`src/rtl/pulse_period_meter.sv`:
```
// Measures clk cycles between successive rising edges of pulse_in and reports each period on a valid/ready output.
// Optional PERIOD_AVG_EN: report the mean of every 4 consecutive captured periods instead.
module pulse_period_meter #(
    parameter int CNT_W       = 30,
    parameter int SYNC_STAGES = 2
) (
    input  logic             clk,
    input  logic             rst_n,
    input  logic             enable,
    input  logic             pulse_in,
    output logic [CNT_W-1:0] period_out,
    output logic             period_valid,
    input  logic             period_ready,
    output logic             overflow,
    output logic             busy
);

    typedef enum logic [1:0] {IDLE, ARM, MEAS} state_t;

    localparam logic [CNT_W-1:0] CNT_MAX = {CNT_W{1'b1}};

    state_t               state, next_state;
    logic [SYNC_STAGES-1:0] sync_q;
    logic                 hist_q;
    logic                 det;
    logic                 capture;
    logic [CNT_W-1:0]     cnt;
    logic                 sat;
    logic [CNT_W-1:0]     res_val;
    logic                 res_ovf;
    logic                 res_fire;
    logic                 load;

    always_ff @(posedge clk or negedge rst_n) begin
        if (!rst_n) begin
            sync_q <= '0;
            hist_q <= 1'b0;
        end else begin
            sync_q <= {sync_q[SYNC_STAGES-2:0], pulse_in};
            hist_q <= sync_q[SYNC_STAGES-1];
        end
    end

    assign det = sync_q[SYNC_STAGES-1] & ~hist_q;
    assign sat = (cnt == CNT_MAX);

    always_ff @(posedge clk or negedge rst_n) begin
        if (!rst_n) state <= IDLE;
        else        state <= next_state;
    end

    always_comb begin
        next_state = state;
        capture    = 1'b0;
        case (state)
            IDLE: if (enable) next_state = ARM;
            ARM: begin
                if (!enable)  next_state = IDLE;
                else if (det) next_state = MEAS;
            end
            MEAS: begin
                if (!enable)  next_state = IDLE;
                else if (det) capture = 1'b1;
            end
            default: next_state = IDLE;
        endcase
    end

    // Disable discards any partial count; an edge in ARM or MEAS restarts at 1.
    always_ff @(posedge clk or negedge rst_n) begin
        if (!rst_n)                        cnt <= '0;
        else if (!enable || state == IDLE) cnt <= '0;
        else if (det)                      cnt <= CNT_W'(1);
        else if (state == MEAS && !sat)    cnt <= cnt + CNT_W'(1);
    end

`ifdef PERIOD_AVG_EN
    logic [CNT_W+1:0] acc;
    logic [CNT_W+1:0] sum;
    logic [1:0]       grp_cnt;
    logic             grp_ovf;

    assign sum      = acc + {2'b00, cnt};
    assign res_val  = sum[CNT_W+1:2];
    assign res_ovf  = grp_ovf | sat;
    assign res_fire = capture && (grp_cnt == 2'd3);

    // A completed group clears whether its result loaded or was dropped.
    always_ff @(posedge clk or negedge rst_n) begin
        if (!rst_n) begin
            acc     <= '0;
            grp_cnt <= '0;
            grp_ovf <= 1'b0;
        end else if (!enable || state == IDLE || res_fire) begin
            acc     <= '0;
            grp_cnt <= '0;
            grp_ovf <= 1'b0;
        end else if (capture) begin
            acc     <= sum;
            grp_cnt <= grp_cnt + 2'd1;
            grp_ovf <= res_ovf;
        end
    end
`else
    assign res_val  = cnt;
    assign res_ovf  = sat;
    assign res_fire = capture;
`endif

    assign load = res_fire && (!period_valid || period_ready);

    always_ff @(posedge clk or negedge rst_n) begin
        if (!rst_n) begin
            period_out   <= '0;
            overflow     <= 1'b0;
            period_valid <= 1'b0;
        end else if (load) begin
            period_out   <= res_val;
            overflow     <= res_ovf;
            period_valid <= 1'b1;
        end else if (period_valid && period_ready) begin
            period_valid <= 1'b0;
        end
    end

    assign busy = (state != IDLE);

endmodule

```
`config.mk`:
```
export PLATFORM = sky130hd
export DESIGN_NAME = pulse_period_meter
export DESIGN_NICKNAME = d
export VERILOG_FILES = /design/src/rtl/pulse_period_meter.sv
export SDC_FILE = /design/constraint.sdc
export NUM_CORES = 1
export LEC_CHECK = 0
export ABC_AREA = 1
export CAP_MARGIN = 20
export CORE_ASPECT_RATIO = 1.25
export CORE_MARGIN = 3
export CORE_UTILIZATION = 40
export CTS_CLUSTER_SIZE = 8
export DETAILED_ROUTE_END_ITERATION = 10
export SYNTH_ARGS = -nofsm -noshare
export SYNTH_HDL_FRONTEND = slang
export SYNTH_SLANG_ARGS = --single-unit
```
`constraint.sdc`:
```
create_clock -name clk -period 1.7 [get_ports clk]
set_input_delay 0.17 -clock clk [delete_from_list [all_inputs] [get_ports clk]]
set_output_delay 0.17 -clock clk [all_outputs]
set_load 0.01 [all_outputs]
```
## Word level (Yosys, flattened, before mapping)

Cells that the tools add are included.

- Add/subtract/negate cells: 1
- Eq/ne operators: 6
- Multiplexer cells: 13
- Bitwise logic cells: 2
- Reduce and logical (&&, ||, !) cells: 13

Operators with widths:

| operator | count |
|---|---|
| two-way mux 30 bit | 3 |
| adder 30 x 1 -> 30 bit (second input constant) | 1 |
| == test 30 bit (second input constant) | 1 |
| two-way mux 2 bit | 4 |
| case mux 2 bit (3 select lines) | 1 |
| two-way mux 1 bit | 5 |
| inequality test 2 bit (second input constant) | 2 |
| nonzero test 2 bit | 2 |
| logical AND 1 bit | 3 |
| logical NOT 1 bit | 3 |
| inequality test 3 bit (second input constant) | 1 |
| AND reduction 3 bit | 1 |
| nonzero test 3 bit | 1 |
| == test 2 x 1 -> 1 bit (second input constant) | 1 |
| == test 2 bit (second input constant) | 1 |
| logical NOT 2 bit | 1 |
| logical OR 1 bit | 2 |
| AND 1 bit | 1 |
| NOT 1 bit | 1 |

- Register bits: 67
- Output and inout port bits: 33

## Depth between registers and ports, before layout

- Depth after elaboration: 7
- Mapped depth: 14
- Gate-level depth less buffers: 12

## Least setup slack after synthesis

Ideal clock, no wire load.

- Path kind: register -> register
- From: register cnt[0]
- To: register cnt[20]
- Library setup time: 69 ps
- Arrival: 1,586 ps
- Setup slack: 46 ps
- Cell stages (with the launch flop): 15
- Period minus slack after synthesis: 1,654 ps
- Cells stage by stage: dfrtp_1 > ha_1 > nand2_1 > nor2_4 > nand2_4 > nor2_8 > nand2_4 > nand2_4 > buf_8 > inv_4 > buf_6 > nand2_1 > nand2_1 > clkinv_1 > nor2_2

- Word-level cells in the longest chain between the ends: 4
- Elaborated cells between the ends (all ways): 8
- Those cells by class: add/sub: 1; eq/ne: 1; mux: 3; reduce/logical: 3

Ends and longest elaborated chain:

| element | RTL line | text |
|---|---|---|
| start: declaration | 27 | `logic [CNT_W-1:0] cnt;` |
| start signal: assignment | 74 | `else if (state == MEAS && !sat) cnt <= cnt + CNT_W'(1);` |
| adder 30 x 1 -> 30 bit / == test 30 bit (equally long branches) | 74, 45 |  |
| two-way mux 30 bit / logical NOT 1 bit (equally long branches) | 74 |  |
| two-way mux 30 bit / logical AND 1 bit (equally long branches) | 73, 74 |  |
| two-way mux 30 bit / nonzero test 3 bit (equally long branches) | - |  |

Several ways; a longest one is shown, not always the timed one. The select of a mux whose other input is x is not followed.
A chain may end at the register's enable or synchronous reset.

## Final worst setup path

- From: register cnt[1]
- To: register cnt[22]

Same word-level chain as after synthesis.

==> flow_summary_export.csv <==
group,metric,value,unit
run_status,status,"finished, violations left",
run_status,failed_checks,"negative setup slack",
sta,worst_pin_slew,0.359,ns
power,irDropWorstVdd,0.000476,V
routing,vias,2826,
setup_path,r2r_cells,11,
synthesis,synth_fp_nets,418,
placement,hpwl,5.60,mm
global_route,grt_pass1_vias,2869,
floorplanning,fp.dieH,108,um
synthesis,yosysTopAreaCell,"dfrtp_1",
sta,timing.final.hold_violations,0,
sta,max_slew_margin,76.0,%
final_layout,syn_to_final_growth,30.8,%
setup_path,r2r_end,"cnt[22]",
min_path,hold_class,"in -> reg",
floorplanning,core,7970,um2
setup_path,end_kind,"flop",
clocking,clock_latency,0.34,ns
sta,finClkSkew,0.0131,ns
sta,rsz0062_at_grt,"yes",
final_layout,fin_util,54.9,%
floorplanning,die_x,87.8,um
clocking,cts_sinks,67,
floorplanning,rows,36,
global_route,grt_pass1_wl,13.1,mm
setup_path,r2r_start,"cnt[1]",
synthesis,synth.distinct_cells,30,
synthesis,syn_avg_cell_area,8.12,um2
setup_path,cp_data_arrival_time,1.94,ns
final_layout,nFillCells,759,
clocking,path_clk_slew,0.08,ns
synthesis,synth-seq-cells,67,
routing,avgViaCountPerCell,4.80,
power,total_power,2.91,mW
final_layout,design_area,4380,um2
synthesis,syn-cell-area,3340,um2
placement,io_buffer_count,37,
final_layout,layout-drive-gt1-share,22.5,%
synthesis,synth_warnings,0,
final_layout,antenna_cells,0,
global_route,overflow,0,
setup_path,critical-path-max-stage-delay,0.38,ns
sta,fin_setup_tns,-0.00833,ns
placement,finalWeightedCongestion,0.842,
setup_path,setup.worst_path.start,"cnt[1]",
global_route,grt_usage,17.8,%
routing,first_iter_violations,150,
global_route,grt_max_degree,68,
setup_path,critPathKind,"reg -> reg",
sta,slew_viol_final,0,
setup_path,crit_required,1.93,ns
routing,wl_per_cell,13.3,um
final_layout,ff_latch_area,1680,um2
synthesis,synth_area_leaders,"dfrtp_1 50%, nand2_1 13%, nor2_1 7.6%, o21ai_0 5.8%, inv_1 4.3%",
clocking,cts_buffers,9,
sta,fin_ws,-0.00833,ns
sta,min_period_over_period,100,%
job,cap_viol_max_count,0,
clocking,clk_path_buf_depth,2,
routing,drc_errors,0,
final_layout,multi_input_area,1510,um2
sta,max_freq,585,MHz
power,leakage,1.88,nW
clocking,cts_tree,"done",
setup_path,crit_slowest_cell,"dfrtp_1",
placement,dpl.cell_count,570,
power,p_per_area,664,nW/um2
sta,finalSetupViolations,1,
floorplanning,initial_core_util,41.9,%
clocking,cts_max_level,3,
setup_path,reg2reg_slack,-0.008,ns
setup_path,cp-start-kind,"flop",
synthesis,syn_inst,412,
final_layout,fin_nets,495,
floorplanning,dieArea,9500,um2
final_layout,stdcell_count,589,
setup_path,crit_path_max_fanout,4,
synthesis,seq_area_frac_synth,50.1,%
floorplanning,io-pin-count,38,
sta,period_needed,1.71,ns
setup_path,crit_end,"cnt[22]",
routing,ant_nets,0,
placement,place_area,4080,um2
clocking,root_buffer,"clkbuf_8",
global_route,antenna_found_initial,0,
routing,drt-total-wl,7.81,mm
synthesis,netlist.area_leader.share,50.1,%
routing,firstDrtPassIters,5,
setup_path,crit_chain,"ha_2 -> nand2_2 -> nor2_4 -> nand2_4 -> buf_4 -> nor2_2 -> nand4_1 -> nor2_2 -> nand2_1 -> nand2_1 -> nor2_1",
==> metal layers <==
metal	global-route usage, %	part of all wire, %	vias up
met3	4.34	2.7	7
met1	22.6	45	1332
met4	5.48	1.2	0
met2	29.7	51	43
li1	-	-	1444
met5	0	0	-
==> through the flow <==
step | setup WS [ns] | hold slack (ns)
after floorplan | 0.0457 | -0.126
after global placement | 0.0188 | 0.221
after detailed placement | 0.00748 | 0.221
after CTS | 0.0154 | 0.249
after global routing | -0.187 | 0.258
final | -0.00833 | 0.267
==> cell usage after synthesis (all sizes together) <==
cell    instances
nand2         123
nor3b           2
xor2            2
nor2           79
ha              1
nand3b          1
o21ai          41
and2            1
buf             7
clkinv          1
a21oi           4
dfrtp          67
inv            41
nor3            6
mux2            9
clkbuf          4
nand4           7
nand3          16
==> power by group <==
part           total [mW]  switching [mW]  internal [mW]
sequential           1.61         0.00636           1.60
combinational       0.167           0.104         0.0633
clock                1.13           0.606          0.522
==> flip-flops by register name, summed over array words and instances, names as in the netlist <==
name,cells
state,2
sync_q,2
period_valid,1
period_out,30
cnt,30
hist_q,1
overflow,1
==> what timing repair did <==
action                                  CTS  global route
hold buffers                              1             0
gates resized for setup                   1            29
endpoints found under the setup margin    1            28
buffers inserted                          0             1
endpoints found under the hold margin    67             0
pin swaps                                 0             8
cloned                                    0             1
==> cell type report <==
type                    count  share of cell area, %
flip-flops and latches     67                   38.3
multi-input cells         292                   34.6
repair buffers             77                   17.0
inverters                  42                   3.72
clock buffers              11                   3.00
well taps                  95                   2.72
clock inverters             5                  0.686
==> kinds of logic after synthesis <==
kind of cell    count (synthesis)  share of synthesized area, %
simple gates                  235                          32.2
mux                             9                          3.03
compound gates                 45                          6.73
fa+ha+maj                       1                         0.374
flops                          67                          50.1
xor+xnor                        2                         0.524
buf+inv                        53                          6.96
==> how the worst min path moves through the flow <==
stage / start / endpoint / slack, ns / cells after the start
global placement: rst_n / period_out[4] / 0.22 / 2
detailed placement: rst_n / period_out[2] / 0.22 / 2
global route: pulse_in / sync_q[0] / 0.26 / 1
finish: pulse_in / sync_q[0] / 0.27 / 1
CTS: pulse_in / sync_q[0] / 0.25 / 1
floorplan: rst_n / cnt[0] / -0.13 / 0
==> worst max-delay path, delay by kind of cell, from the launching register on <==
family	cells	cell delay, ns
simple gates	9	0.86
buf+inv	1	0.16
flops	1	0.38
fa+ha+maj	1	0.20
==> placed cells by master (no fill, tap or decap), drive strengths merged <==
master / count
clkinvlp: 2
buf: 39
xor2: 2
and2: 1
nand3: 16
dfrtp: 67
nand3b: 1
nor3b: 2
clkinv: 4
dlygate4sd3: 1
ha: 1
inv: 41
nand2: 123
nor2: 79
a21oi: 4
clkbuf: 12
clkdlybuf4s50: 36
nand4: 7
mux2: 9
o21ai: 41
nor3: 6
Note: power is estimated with default switching activity, not from simulation.
